[src/rtl/scramble_seq_ctrl_pkg.sv]
// Shared definitions for the FFT SignalScramble sequencer: FSM state encoding and
// frame counter width, also used by the FFT pipeline top and the testbench.
package fft_scramble_pkg;

    typedef enum logic [1:0] {
        S_IDLE  = 2'd0,
        S_ISSUE = 2'd1,
        S_DRAIN = 2'd2,
        S_DONE  = 2'd3
    } state_e;

    localparam int FRAME_CNT_W = 16;

endpackage

[src/rtl/scramble_seq_ctrl_if.sv]
// Control/status bundle between the scramble sequencer (master) and the FFT pipeline
// top (slave): start/hold requests in, read/pipe/write strobes, addresses and status out.
interface scramble_seq_ctrl_if #(
    parameter int ADDR_SIZE = 5
);
    import fft_scramble_pkg::*;

    logic                   i_start;
    logic                   i_hold;
    logic                   o_busy;
    logic                   o_done;
    logic                   o_rd_en;
    logic [ADDR_SIZE-1:0]   o_rdaddr_A;
    logic [ADDR_SIZE-1:0]   o_rdaddr_B;
    logic                   o_pipe_valid;
    logic [ADDR_SIZE-1:0]   o_pipeaddr_A;
    logic [ADDR_SIZE-1:0]   o_pipeaddr_B;
    logic                   o_wr_en;
    logic [FRAME_CNT_W-1:0] o_frame_cnt;

    modport master (
        input  i_start, i_hold,
        output o_busy, o_done, o_rd_en, o_rdaddr_A, o_rdaddr_B,
               o_pipe_valid, o_pipeaddr_A, o_pipeaddr_B, o_wr_en, o_frame_cnt
    );

    modport slave (
        output i_start, i_hold,
        input  o_busy, o_done, o_rd_en, o_rdaddr_A, o_rdaddr_B,
               o_pipe_valid, o_pipeaddr_A, o_pipeaddr_B, o_wr_en, o_frame_cnt
    );

endinterface

[src/rtl/scramble_seq_ctrl_delay_line.sv]
// Fixed-depth shift register with async active-low clear; it never stalls because the
// stages it models (buffer read, bit-reversal) have no enable.
module scramble_delay_line #(
    parameter int WIDTH = 1,
    parameter int DEPTH = 1
) (
    input  logic             clk,
    input  logic             rst_n,
    input  logic [WIDTH-1:0] d_in,
    output logic [WIDTH-1:0] d_out
);

    logic [WIDTH-1:0] stage_q [DEPTH];
    logic [WIDTH-1:0] stage_d [DEPTH];

    always_comb begin
        stage_d[0] = d_in;
        for (int i = 1; i < DEPTH; i++) begin
            stage_d[i] = stage_q[i-1];
        end
    end

    always_ff @(posedge clk or negedge rst_n) begin
        if (!rst_n) begin
            for (int i = 0; i < DEPTH; i++) begin
                stage_q[i] <= '0;
            end
        end else begin
            stage_q <= stage_d;
        end
    end

    assign d_out = stage_q[DEPTH-1];

endmodule

[src/rtl/scramble_seq_ctrl.sv]
// Scramble-stage sequencer: issues N/2 read pairs per frame and delays them to the write side.
// Optional completed-frame counter is built only when SCRAMBLE_FRAME_CNT_EN is defined.
module scramble_seq_ctrl
    import fft_scramble_pkg::*;
#(
    parameter int ADDR_SIZE = 5,
    parameter int RD_LAT    = 1,
    parameter int PIPE_LAT  = 1
) (
    input logic                 i_CLK,
    input logic                 i_RST_N,
    scramble_seq_ctrl_if.master bus
);

    localparam int K_W     = ADDR_SIZE - 1;
    localparam int DRAIN_W = $clog2(RD_LAT + PIPE_LAT);
    localparam int LINE_W  = 1 + 2 * ADDR_SIZE;
    localparam logic [DRAIN_W-1:0] DRAIN_LAST = DRAIN_W'(RD_LAT + PIPE_LAT - 1);

    state_e               state_q, state_d;
    logic [K_W-1:0]       k_q, k_d;
    logic [DRAIN_W-1:0]   drain_cnt_q, drain_cnt_d;
    logic                 rd_en_q, rd_en_d;
    logic [ADDR_SIZE-1:0] rdaddr_a_q, rdaddr_a_d;
    logic [ADDR_SIZE-1:0] rdaddr_b_q, rdaddr_b_d;
    logic                 busy_q, busy_d;
    logic                 done_q, done_d;

    // Status flags are derived from the next state so they line up with the state register.
    always_comb begin
        state_d     = state_q;
        k_d         = k_q;
        drain_cnt_d = drain_cnt_q;
        rd_en_d     = 1'b0;
        rdaddr_a_d  = rdaddr_a_q;
        rdaddr_b_d  = rdaddr_b_q;
        case (state_q)
            S_IDLE: begin
                if (bus.i_start) begin
                    state_d = S_ISSUE;
                end
            end
            S_ISSUE: begin
                if (!bus.i_hold) begin
                    rd_en_d    = 1'b1;
                    rdaddr_a_d = {k_q, 1'b0};
                    rdaddr_b_d = {k_q, 1'b1};
                    k_d        = k_q + K_W'(1);
                    if (&k_q) begin
                        state_d     = S_DRAIN;
                        drain_cnt_d = '0;
                    end
                end
            end
            S_DRAIN: begin
                if (drain_cnt_q == DRAIN_LAST) begin
                    state_d = S_DONE;
                end else begin
                    drain_cnt_d = drain_cnt_q + DRAIN_W'(1);
                end
            end
            S_DONE: begin
                state_d = S_IDLE;
            end
            default: begin
                state_d = S_IDLE;
            end
        endcase
        busy_d = (state_d != S_IDLE);
        done_d = (state_d == S_DONE);
    end

    always_ff @(posedge i_CLK or negedge i_RST_N) begin
        if (!i_RST_N) begin
            state_q     <= S_IDLE;
            k_q         <= '0;
            drain_cnt_q <= '0;
            rd_en_q     <= 1'b0;
            rdaddr_a_q  <= '0;
            rdaddr_b_q  <= '0;
            busy_q      <= 1'b0;
            done_q      <= 1'b0;
        end else begin
            state_q     <= state_d;
            k_q         <= k_d;
            drain_cnt_q <= drain_cnt_d;
            rd_en_q     <= rd_en_d;
            rdaddr_a_q  <= rdaddr_a_d;
            rdaddr_b_q  <= rdaddr_b_d;
            busy_q      <= busy_d;
            done_q      <= done_d;
        end
    end

    logic [LINE_W-1:0] rd_bundle;
    logic [LINE_W-1:0] pipe_bundle;
    logic              pipe_valid;
    logic              wr_en;

    assign rd_bundle = {rd_en_q, rdaddr_a_q, rdaddr_b_q};

    scramble_delay_line #(.WIDTH(LINE_W), .DEPTH(RD_LAT)) u_rd_to_pipe (
        .clk   (i_CLK),
        .rst_n (i_RST_N),
        .d_in  (rd_bundle),
        .d_out (pipe_bundle)
    );

    assign pipe_valid = pipe_bundle[LINE_W-1];

    scramble_delay_line #(.WIDTH(1), .DEPTH(PIPE_LAT)) u_pipe_to_wr (
        .clk   (i_CLK),
        .rst_n (i_RST_N),
        .d_in  (pipe_valid),
        .d_out (wr_en)
    );

    assign bus.o_busy       = busy_q;
    assign bus.o_done       = done_q;
    assign bus.o_rd_en      = rd_en_q;
    assign bus.o_rdaddr_A   = rdaddr_a_q;
    assign bus.o_rdaddr_B   = rdaddr_b_q;
    assign bus.o_pipe_valid = pipe_valid;
    assign bus.o_pipeaddr_A = pipe_bundle[2*ADDR_SIZE-1:ADDR_SIZE];
    assign bus.o_pipeaddr_B = pipe_bundle[ADDR_SIZE-1:0];
    assign bus.o_wr_en      = wr_en;

`ifdef SCRAMBLE_FRAME_CNT_EN
    logic [FRAME_CNT_W-1:0] frame_cnt_q, frame_cnt_d;

    always_comb begin
        frame_cnt_d = frame_cnt_q;
        if (state_q == S_DONE) begin
            frame_cnt_d = frame_cnt_q + FRAME_CNT_W'(1);
        end
    end

    always_ff @(posedge i_CLK or negedge i_RST_N) begin
        if (!i_RST_N) begin
            frame_cnt_q <= '0;
        end else begin
            frame_cnt_q <= frame_cnt_d;
        end
    end

    assign bus.o_frame_cnt = frame_cnt_q;
`else
    assign bus.o_frame_cnt = '0;
`endif

endmodule

[src/flat_wrapper.sv]
// flat-port wrapper written by rule: the top's interface ports become plain ports
module scramble_seq_ctrl_flat import fft_scramble_pkg::*;
#(
    parameter int ADDR_SIZE = 5,
    parameter int RD_LAT    = 1,
    parameter int PIPE_LAT  = 1
)
  (i_CLK, i_RST_N, bus_i_start, bus_i_hold, bus_o_busy, bus_o_done, bus_o_rd_en, bus_o_rdaddr_A, bus_o_rdaddr_B, bus_o_pipe_valid, bus_o_pipeaddr_A, bus_o_pipeaddr_B, bus_o_wr_en, bus_o_frame_cnt);
  scramble_seq_ctrl_if #(.ADDR_SIZE(ADDR_SIZE)) bus_i ();
  input logic i_CLK;
  input logic i_RST_N;
  input wire logic [$bits(bus_i.i_start)-1:0] bus_i_start;
  input wire logic [$bits(bus_i.i_hold)-1:0] bus_i_hold;
  output wire logic [$bits(bus_i.o_busy)-1:0] bus_o_busy;
  output wire logic [$bits(bus_i.o_done)-1:0] bus_o_done;
  output wire logic [$bits(bus_i.o_rd_en)-1:0] bus_o_rd_en;
  output wire logic [$bits(bus_i.o_rdaddr_A)-1:0] bus_o_rdaddr_A;
  output wire logic [$bits(bus_i.o_rdaddr_B)-1:0] bus_o_rdaddr_B;
  output wire logic [$bits(bus_i.o_pipe_valid)-1:0] bus_o_pipe_valid;
  output wire logic [$bits(bus_i.o_pipeaddr_A)-1:0] bus_o_pipeaddr_A;
  output wire logic [$bits(bus_i.o_pipeaddr_B)-1:0] bus_o_pipeaddr_B;
  output wire logic [$bits(bus_i.o_wr_en)-1:0] bus_o_wr_en;
  output wire logic [$bits(bus_i.o_frame_cnt)-1:0] bus_o_frame_cnt;
  assign bus_i.i_start = bus_i_start;
  assign bus_i.i_hold = bus_i_hold;
  assign bus_o_busy = bus_i.o_busy;
  assign bus_o_done = bus_i.o_done;
  assign bus_o_rd_en = bus_i.o_rd_en;
  assign bus_o_rdaddr_A = bus_i.o_rdaddr_A;
  assign bus_o_rdaddr_B = bus_i.o_rdaddr_B;
  assign bus_o_pipe_valid = bus_i.o_pipe_valid;
  assign bus_o_pipeaddr_A = bus_i.o_pipeaddr_A;
  assign bus_o_pipeaddr_B = bus_i.o_pipeaddr_B;
  assign bus_o_wr_en = bus_i.o_wr_en;
  assign bus_o_frame_cnt = bus_i.o_frame_cnt;
  scramble_seq_ctrl #(.ADDR_SIZE(ADDR_SIZE), .RD_LAT(RD_LAT), .PIPE_LAT(PIPE_LAT)) u_core (.i_CLK(i_CLK), .i_RST_N(i_RST_N), .bus(bus_i));
endmodule
[config.mk]
export PLATFORM = sky130hd
export DESIGN_NAME = scramble_seq_ctrl_flat
export DESIGN_NICKNAME = d
export VERILOG_FILES = /design/src/rtl/scramble_seq_ctrl_pkg.sv /design/src/rtl/scramble_seq_ctrl_if.sv /design/src/rtl/scramble_seq_ctrl_delay_line.sv /design/src/rtl/scramble_seq_ctrl.sv /design/src/flat_wrapper.sv
export SDC_FILE = /design/constraint.sdc
export NUM_CORES = 1
export LEC_CHECK = 0
export ABC_AREA = 1
export CAP_MARGIN = 20
export CORE_ASPECT_RATIO = 0.8
export CORE_MARGIN = 2
export CORE_UTILIZATION = 44
export DETAILED_ROUTE_END_ITERATION = 6
export PLACE_DENSITY = 0.88
export SYNTH_ARGS = -nofsm -noshare
export SYNTH_HDL_FRONTEND = slang
export SYNTH_SLANG_ARGS = --single-unit
[constraint.sdc]
create_clock -name i_CLK -period 3.2 [get_ports i_CLK]
set_clock_uncertainty 0.05 [all_clocks]
set_input_delay 0.32 -clock i_CLK [delete_from_list [all_inputs] [get_ports i_CLK]]
set_output_delay 0.32 -clock i_CLK [all_outputs]
set_load 0.005 [all_outputs]
==> metrics.cfg, run 1 <==
[clock_tree]
clk_latency_ns = 0.30
htree_levels = 1
cts_buffer_depth = 2
numCtsBuffers = 3
root_buffer = clkbuf_4
post_cts_resized = 0
clock_sinks = 22
cts_tree = done
clk_pin_slew_ns = 0.12
cts_setup_buffers = 0
cts_hold_buffers = 0

[route]
via_count = 659
drc = 0
drt_iter0_markers = 13
drtPass1Iterations = 4
wl_um = 1610
antenna_left = 0
viasPerCell = 4.393
wire_per_inst_um = 10.73

[floorplanning]
io_pins = 45
die_area_um2 = 2687
rows = 15
initial_utilization = 0.4661
core-area_um2 = 2158
die_w_um = 57.46
die_h_um = 46.77

[timing]
maxSlewHeadroom = 0.3787
finalSetupTns_ns = 0
rsz0062_at_grt = false
min_period_ns = 1.616
fin_crit_sh = 0.5049
hold_viol = 0
tightest_slew_ns = 0.9291
finalSetupViolations = 0
max_freq_mhz = 618.9
maxSlewViolCount = 0

[layout]
final_common_cell = clkdlybuf4s50_1
area_growth_pct = 20.03
layout-drive-gt1-share = 0.06400
seq_area_um2 = 550.5
multi_input_comb_area_um2 = 275.3
layout.nets = 131
final_util = 0.5594
layout_common_cells = 26 x clkdlybuf4s50_1, 24 x nand2_1, 22 x dfrtp_1, 18 x conb_1
n_fill_cell = 189
num_antenna_cells = 0

[min_path]
hold_class = register to register
hp-start = u_core.bus.o_rd_en
hold_path_end = u_core.u_rd_to_pipe.d_out[10]
worstHoldPathCells = 0

[power]
power.leakage_nw = 0.6004
power_density_nw_per_um2 = 893.6
peakVddDrop_uv = 481.3

[global_route]
first_global_vias = 566
grt_max_degree = 23
grt_pass1_wl_um = 2539
grt_antenna_before_repair = 0
overflow = 0
grt_usage = 0.1317

[placement]
dpl.hpwl_um = 1230
io_buffers = 26
globalplace.congestion = 0.8247

[critical_path]
cp_top_family = buffers and inverters
crit_path_max_fanout = 4
startpoint_type = register
r2r_end = u_core.k_q[2]
slowest_stage = clkdlybuf4s50_1
crit_type = register to output port
cp.arrival_ns = 1.25
crit_chain = clkdlybuf4s50_1
worst-path-buf-inv = 1
critPathMaxStageDelay_ns = 0.53
rr_worst_depth = 6
endpoint_kind = output port
setup.worst_path.start = u_core.bus.o_rdaddr_A[4]
r2r-start = u_core.state_q[1]
cp.required_ns = 2.83
r2r_slack_ns = 1.90

[run]
max-cap-violations = 0

[yosys]
synth_xor_area_frac = 0.008706
avgSynthCellArea_um2 = 9.581
ys_types = 17
syn-cell-area_um2 = 1006
synth_compound_area_frac = 0.02363
synth.area.mux_share = 0
ys_seq_area_frac = 0.5473
ys_warn_count = 0
synth_top_family_by_area = buffers and inverters
synthCells = 105
ys_seq_elements = 22
synthSimpleGateAreaFrac = 0.1617
synth_adder_area_share = 0.01244

[run_status]
outcome = finished, final reports clean

cells by family after synthesis:
kind of cell / after synthesis
and+or+nand+nor: 39
buffers and inverters: 37
DFF: 22
AOI/OAI and AO/OA: 4
xor gates and xnor gates: 1
adders and majority gates: 1
other: 1
worst max-delay path by stage:
stage	to	slack (ns)	cells past startpoint
floorplan	u_core.bus.o_busy	2.06	5
global placement	u_core.k_q[2]	1.69	7
detailed placement	u_core.k_q[2]	1.59	7
CTS	bus_o_rdaddr_A[3]	1.55	1
global route	bus_o_rdaddr_A[2]	1.51	1
finish	bus_o_rdaddr_B[4]	1.58	1
area by class of cell:
type	count	area share
Sequential cell	22	0.4560
Multi-Input combinational cell	63	0.2280
Timing Repair Buffer	26	0.2155
Inverter	10	0.03109
Tap cell	25	0.02591
Clock inverter	1	0.02487
Clock buffer	3	0.01865
layer usage:
layer / track usage / up-vias / routed length (um)
li1: - / 314 / -
met1: 0.1470 / 286 / 586
met2: 0.2205 / 55 / 768
met3: 0.06612 / 4 / 232
met4: 0.05581 / 0 / 23
met5: 0 / - / 0
Yosys cell counts:
master / count / share of area
conb_1: 1 / 0.0037
buf_4: 26 / 0.19
nand4_1: 1 / 0.0062
inv_1: 8 / 0.030
nand3_2: 1 / 0.010
o21ai_0: 1 / 0.0050
dfrtp_1: 22 / 0.55
o21ai_1: 2 / 0.010
nand2_1: 24 / 0.090
inv_2: 2 / 0.0075
xnor2_1: 1 / 0.0087
o21ai_2: 1 / 0.0087
nor2_1: 8 / 0.030
or2_1: 1 / 0.0062
ha_1: 1 / 0.012
nand3_1: 4 / 0.020
buf_6: 1 / 0.011
where the power goes:
group / switching, mW / internal (mW)
combinational: 0.164 / 0.239
sequential: 0.0914 / 0.377
clock: 0.0807 / 0.127
total: 0.336 / 0.743
through the flow:
step,std cells,power (mW),setup slack [ns],hold WS [ns],cell area [um^2]
3_3_place_gp,146,0.8537,1.692,0.3123,1155
6_report,150,1.079,1.584,0.3409,1207
4_1_cts,150,1.092,1.552,0.3326,1207
3_5_place_dp,146,0.8793,1.594,0.3163,1155
5_1_grt,150,1.155,1.508,0.3526,1207
2_1_floorplan,122,0.6991,2.058,-0.02559,1070
flip-flops by register name, indices dropped and copies added (netlist names):
register and flops:
u_core.bus.o_rdaddr_B 4, u_core.state_q 2, u_core.bus.o_done 1, u_core.bus.o_rd_en 1, u_core.bus.o_busy 1, u_core.k_q 4, u_core.drain_cnt_q 1, u_core.bus.o_rdaddr_A 1
u_core.u_rd_to_pipe.d_out 6, u_core.u_pipe_to_wr.d_out 1
No activity file was read; power rests on OpenSTA's default activity.
==> run 2, diff against run 1 <==
--- a/config.mk
+++ b/config.mk
@@ -9,9 +9,9 @@
 export CAP_MARGIN = 20
 export CORE_ASPECT_RATIO = 0.8
 export CORE_MARGIN = 2
-export CORE_UTILIZATION = 44
+export CORE_UTILIZATION = 37
 export DETAILED_ROUTE_END_ITERATION = 6
-export PLACE_DENSITY = 0.88
+export PLACE_DENSITY = 0.79
 export SYNTH_ARGS = -nofsm -noshare
 export SYNTH_HDL_FRONTEND = slang
 export SYNTH_SLANG_ARGS = --single-unit
==> constraint.sdc (replaced) <==
create_clock -name i_CLK -period 1.3 [get_ports i_CLK]
set_clock_uncertainty 0.05 [all_clocks]
set_input_delay 0.13 -clock i_CLK [delete_from_list [all_inputs] [get_ports i_CLK]]
set_output_delay 0.13 -clock i_CLK [all_outputs]
set_load 0.005 [all_outputs]
==> metrics.cfg, run 2 (synthesis results as in run 1) <==
[run_status]
outcome = finished, final reports clean

[route]
drt_iter0_markers = 15
wl_um = 2000
drc = 0
antenna_left = 0
wire_per_inst_um = 11.43
viasPerCell = 4.080
via_count = 714
drtPass1Iterations = 4

[floorplanning]
die_w_um = 62.30
die_h_um = 50.64
die_area_um2 = 3154
io_pins = 45
rows = 16
core-area_um2 = 2522
initial_utilization = 0.3988

[critical_path]
cp_top_family = simple AND/OR/NAND/NOR gates
cp.required_ns = 1.45
slowest_stage = dfrtp_1
worst-path-buf-inv = 0
crit_path_max_fanout = 4
endpoint_kind = register
crit_chain = ha_2, nand2_1, nor2_1, nor2_1, nor2_2, nand2_1
crit_type = register to register
r2r_slack_ns = 0.05
cp.arrival_ns = 1.40
critPathMaxStageDelay_ns = 0.42
startpoint_type = register

[global_route]
grt_pass1_wl_um = 2856
overflow = 0
grt_max_degree = 23
grt_antenna_before_repair = 0
grt_usage = 0.1251
first_global_vias = 643

[layout]
area_growth_pct = 29.73
instances_no_fill = 175
num_antenna_cells = 0
n_fill_cell = 235
largest_register_ffs = 6
final_common_cell = nand2_1
layout.nets = 145
layout-drive-gt1-share = 0.1727
layout_common_cells = 24 x nand2_1, 22 x dfrtp_1, 21 x dlygate4sd2_1, 18 x conb_1, 14 x buf_4

[timing]
whs_ns = 0.09701
setup_slack_ns = 0.05046
fin_crit_sh = 0.9612
maxSlewViolCount = 0
max_freq_mhz = 800.3
finalSetupViolations = 0
hold_viol = 0
min_period_ns = 1.250

[run]
max-cap-violations = 0

[clock_tree]
cts_tree = done
clk_pin_slew_ns = 0.12
numCtsBuffers = 3
htree_levels = 1
cts_hold_buffers = 0
root_buffer = clkbuf_4
clock_sinks = 22
cts_buffer_depth = 2
clk_latency_ns = 0.31

[power]
power_frac_seq = 0.399
power.leakage_nw = 0.7115
switching_share = 0.3314
clock_power_share = 0.186
p_sw_mw = 0.9194
pwr-share-comb = 0.415
peakVddDrop_uv = 649.0
p_int_mw = 1.855
power_density_nw_per_um2 = 2126
power_mw = 2.774

[placement]
io_buffers = 26
dpl.hpwl_um = 1338
globalplace.congestion = 0.8542
post-place-ws_ns = 0.04331
dpl.cell_count = 160

[min_path]
hold_class = primary input to async pin

run 2: cell type report:
class,count,area [um^2],area share
sequential,22,550.5,0.4219
timing repair buffer,40,339.1,0.2598
multi-input combinational,63,280.3,0.2148
tap,36,45.04,0.03452
inverter,10,37.54,0.02876
clock inverter,1,30.03,0.02301
clock buffer,3,22.52,0.01726
run 2: what timing repair did:
item | in CTS | in global routing
setup buffers | 9 | 2
setup endpoints to repair | 23 | 5
cloned | 0 | 0
gates resized for setup | 23 | 4
run 2: final timing paths:
path,end,depth (start not counted),start
min in group i_CLK,u_core.u_pipe_to_wr.d_out,1,u_core.u_rd_to_pipe.d_out[10]
hold reg to reg,u_core.u_pipe_to_wr.d_out,1,u_core.u_rd_to_pipe.d_out[10]
setup / recovery,u_core.bus.o_busy,6,u_core.k_q[1]
hold / removal,u_core.bus.o_rdaddr_A[4],2,i_RST_N
max in group asynchronous,u_core.bus.o_rdaddr_B[3],2,i_RST_N
setup reg to reg,u_core.bus.o_busy,6,u_core.k_q[1]
run 2: per-stage QoR:
| step | setup TNS [ns] | cell area (um^2) | utilization |
|---|---|---|---|
| 2_1_floorplan | 0 | 1070 | - |
| 3_3_place_gp | 0 | 1191 | 0.4722 |
| 3_5_place_dp | 0 | 1191 | 0.4722 |
| 4_1_cts | 0 | 1282 | 0.5084 |
| 5_1_grt | -0.02725 | 1305 | 0.5174 |
| 6_report | 0 | 1305 | 0.5174 |
run 2: worst reg2reg max path: stages (launching register included):
cell and delay (ns):
dfrtp_1 0.42, ha_2 0.24, nand2_1 0.06, nor2_1 0.09
nor2_1 0.07, nor2_2 0.15, nand2_1 0.08
run 2: power groups by stage:
stage	clock network, mW	registers (mW)	logic (mW)
floorplan	0	1.14	0.580
CTS	0.529	1.11	1.06
global route	0.569	1.14	1.25
global placement	0	1.13	1.01
finish	0.517	1.11	1.15
detailed placement	0	1.16	1.06
run 2: metal layers:
layer	part of all wire	GRT usage	vias up	routed length (um)
li1	-	-	343	-
met1	0.38	0.1144	325	756
met2	0.52	0.2337	42	1044
met3	0.067	0.03812	4	134
met4	0.033	0.1000	0	65
met5	0	0	-	0
==> run 3, diff against run 2 <==
--- a/config.mk
+++ b/config.mk
@@ -9,9 +9,9 @@
 export CAP_MARGIN = 20
 export CORE_ASPECT_RATIO = 0.8
 export CORE_MARGIN = 2
-export CORE_UTILIZATION = 37
+export CORE_UTILIZATION = 40
 export DETAILED_ROUTE_END_ITERATION = 6
-export PLACE_DENSITY = 0.79
+export PLACE_DENSITY = 0.81
 export SYNTH_ARGS = -nofsm -noshare
 export SYNTH_HDL_FRONTEND = slang
 export SYNTH_SLANG_ARGS = --single-unit
==> constraint.sdc (replaced) <==
create_clock -name i_CLK -period 1.18 [get_ports i_CLK]
set_clock_uncertainty 0.05 [all_clocks]
set_input_delay 0.118 -clock i_CLK [delete_from_list [all_inputs] [get_ports i_CLK]]
set_output_delay 0.118 -clock i_CLK [all_outputs]
set_load 0.005 [all_outputs]
==> metrics.cfg, run 3 (synthesis results as in run 1) <==
[global_route]
grt_pass1_wl_um = 2870
first_global_vias = 686
grt_antenna_before_repair = 0
grt_usage = 0.1300
overflow = 0
grt_max_degree = 23

[run_status]
outcome = finished, final reports clean

[route]
wl_um = 1764
antenna_left = 0
drc = 0
drtPass1Iterations = 2
viasPerCell = 4.211
wire_per_inst_um = 10.08
via_count = 737
drt_iter0_markers = 18

[placement]
globalplace.congestion = 0.8900
dpl-instance-area_um2 = 1206
dpl.hpwl_um = 1224
io_buffers = 26

[clock_tree]
root_buffer = clkbuf_4
cts_hold_buffers = 0
numCtsBuffers = 3
htree_levels = 1
cts_tree = done
clk_pin_slew_ns = 0.10
clock_sinks = 22
clk_latency_ns = 0.30
cts_buffer_depth = 2

[critical_path]
cp.required_ns = 1.01
endpoint_kind = output port
crit_chain = dlygate4sd2_1
crit_path_max_fanout = 2
r2r_end = u_core.bus.o_busy
worst-path-buf-inv = 1
crit_type = register to output port
r2r_slack_ns = 0.07
cp.arrival_ns = 0.95
startpoint_type = register
critPathMaxStageDelay_ns = 0.39
slowest_stage = dfrtp_1
worst-path-stages = 1
r2r-start = u_core.k_q[0]
rr_worst_depth = 5
cp_top_family = flip-flops

[run]
max-cap-violations = 0

[floorplanning]
io_pins = 45
die_h_um = 48.86
die_w_um = 60.07
initial_utilization = 0.4153
die_area_um2 = 2935
core-area_um2 = 2422
rows = 16

[timing]
maxSlewViolCount = 0
fin_crit_sh = 0.9491
rsz0062_at_grt = true
finalSetupViolations = 0
max_freq_mhz = 892.9
hold_viol = 0
min_period_ns = 1.120
finalSetupTns_ns = 0

[power]
power.leakage_nw = 0.7017
peakVddDrop_uv = 556.7
power_mw = 2.839
power_density_nw_per_um2 = 2190

[layout]
seq_area_um2 = 550.5
final_cell_area_um2 = 1296
num_antenna_cells = 0
final_util = 0.5351
layout-drive-gt1-share = 0.2086
area_growth_pct = 28.86
n_fill_cell = 209
largest_register_ffs = 6
final_common_cell = nand2_1
layout.nets = 146
layout_common_cells = 24 x nand2_1, 22 x dfrtp_1, 18 x conb_1, 16 x dlygate4sd2_1, 16 x buf_4
multi_input_comb_area_um2 = 302.8

[min_path]
hold_class = primary input to async pin

run 3: worst max path at each step:
stage,start,to,slack [ns]
5_1_grt,u_core.k_q[0],u_core.bus.o_busy,-0.02
4_1_cts,u_core.bus.o_rdaddr_B[3],bus_o_rdaddr_B[3],-0.03
3_5_place_dp,bus_i_hold,u_core.bus.o_rdaddr_B[0],-0.07
2_1_floorplan,u_core.k_q[0],u_core.bus.o_busy,0.04
6_report,u_core.bus.o_rd_en,bus_o_rd_en,0.06
3_3_place_gp,bus_i_hold,u_core.bus.o_rdaddr_B[0],-0.04
run 3: layer usage:
metal / track usage / vias up / part of all wire
li1: - / 350 / -
met1: 0.1391 / 335 / 0.39
met2: 0.2192 / 43 / 0.49
met3: 0.01857 / 9 / 0.074
met4: 0.1074 / 0 / 0.045
met5: 0 / - / 0
run 3: repair_timing:
action | CTS | global route
pin swaps | 1 | 0
buffers inserted | 9 | 1
setup endpoints to repair | 25 | 11
resized for setup | 31 | 9
run 3: cell type report:
type / count / area share
Clock buffer: 3 / 0.01737
Inverter: 10 / 0.03089
Multi-Input combinational cell: 63 / 0.2336
Sequential cell: 22 / 0.4247
Tap cell: 36 / 0.03475
Timing Repair Buffer: 41 / 0.2587
run 3: power by group:
| part | internal (mW) | total, mW | switching [mW] |
|---|---|---|---|
| Combinational | 0.717 | 1.29 | 0.574 |
| Sequential | 1.02 | 1.23 | 0.211 |
| Clock | 0.119 | 0.316 | 0.197 |
| Total | 1.86 | 2.84 | 0.981 |
run 3: stage by stage:
| stage | hold WS [ns] | setup WS, ns | instances |
|---|---|---|---|
| final | 0.09978 | 0.06011 | 175 |
| after global routing | 0.09854 | -0.01568 | 175 |
| after CTS | 0.09704 | -0.03000 | 174 |
| after detailed placement | 0.3230 | -0.07018 | 162 |
| after global placement | 0.3136 | -0.04051 | 162 |
| after floorplan | -0.2276 | 0.03813 | 122 |
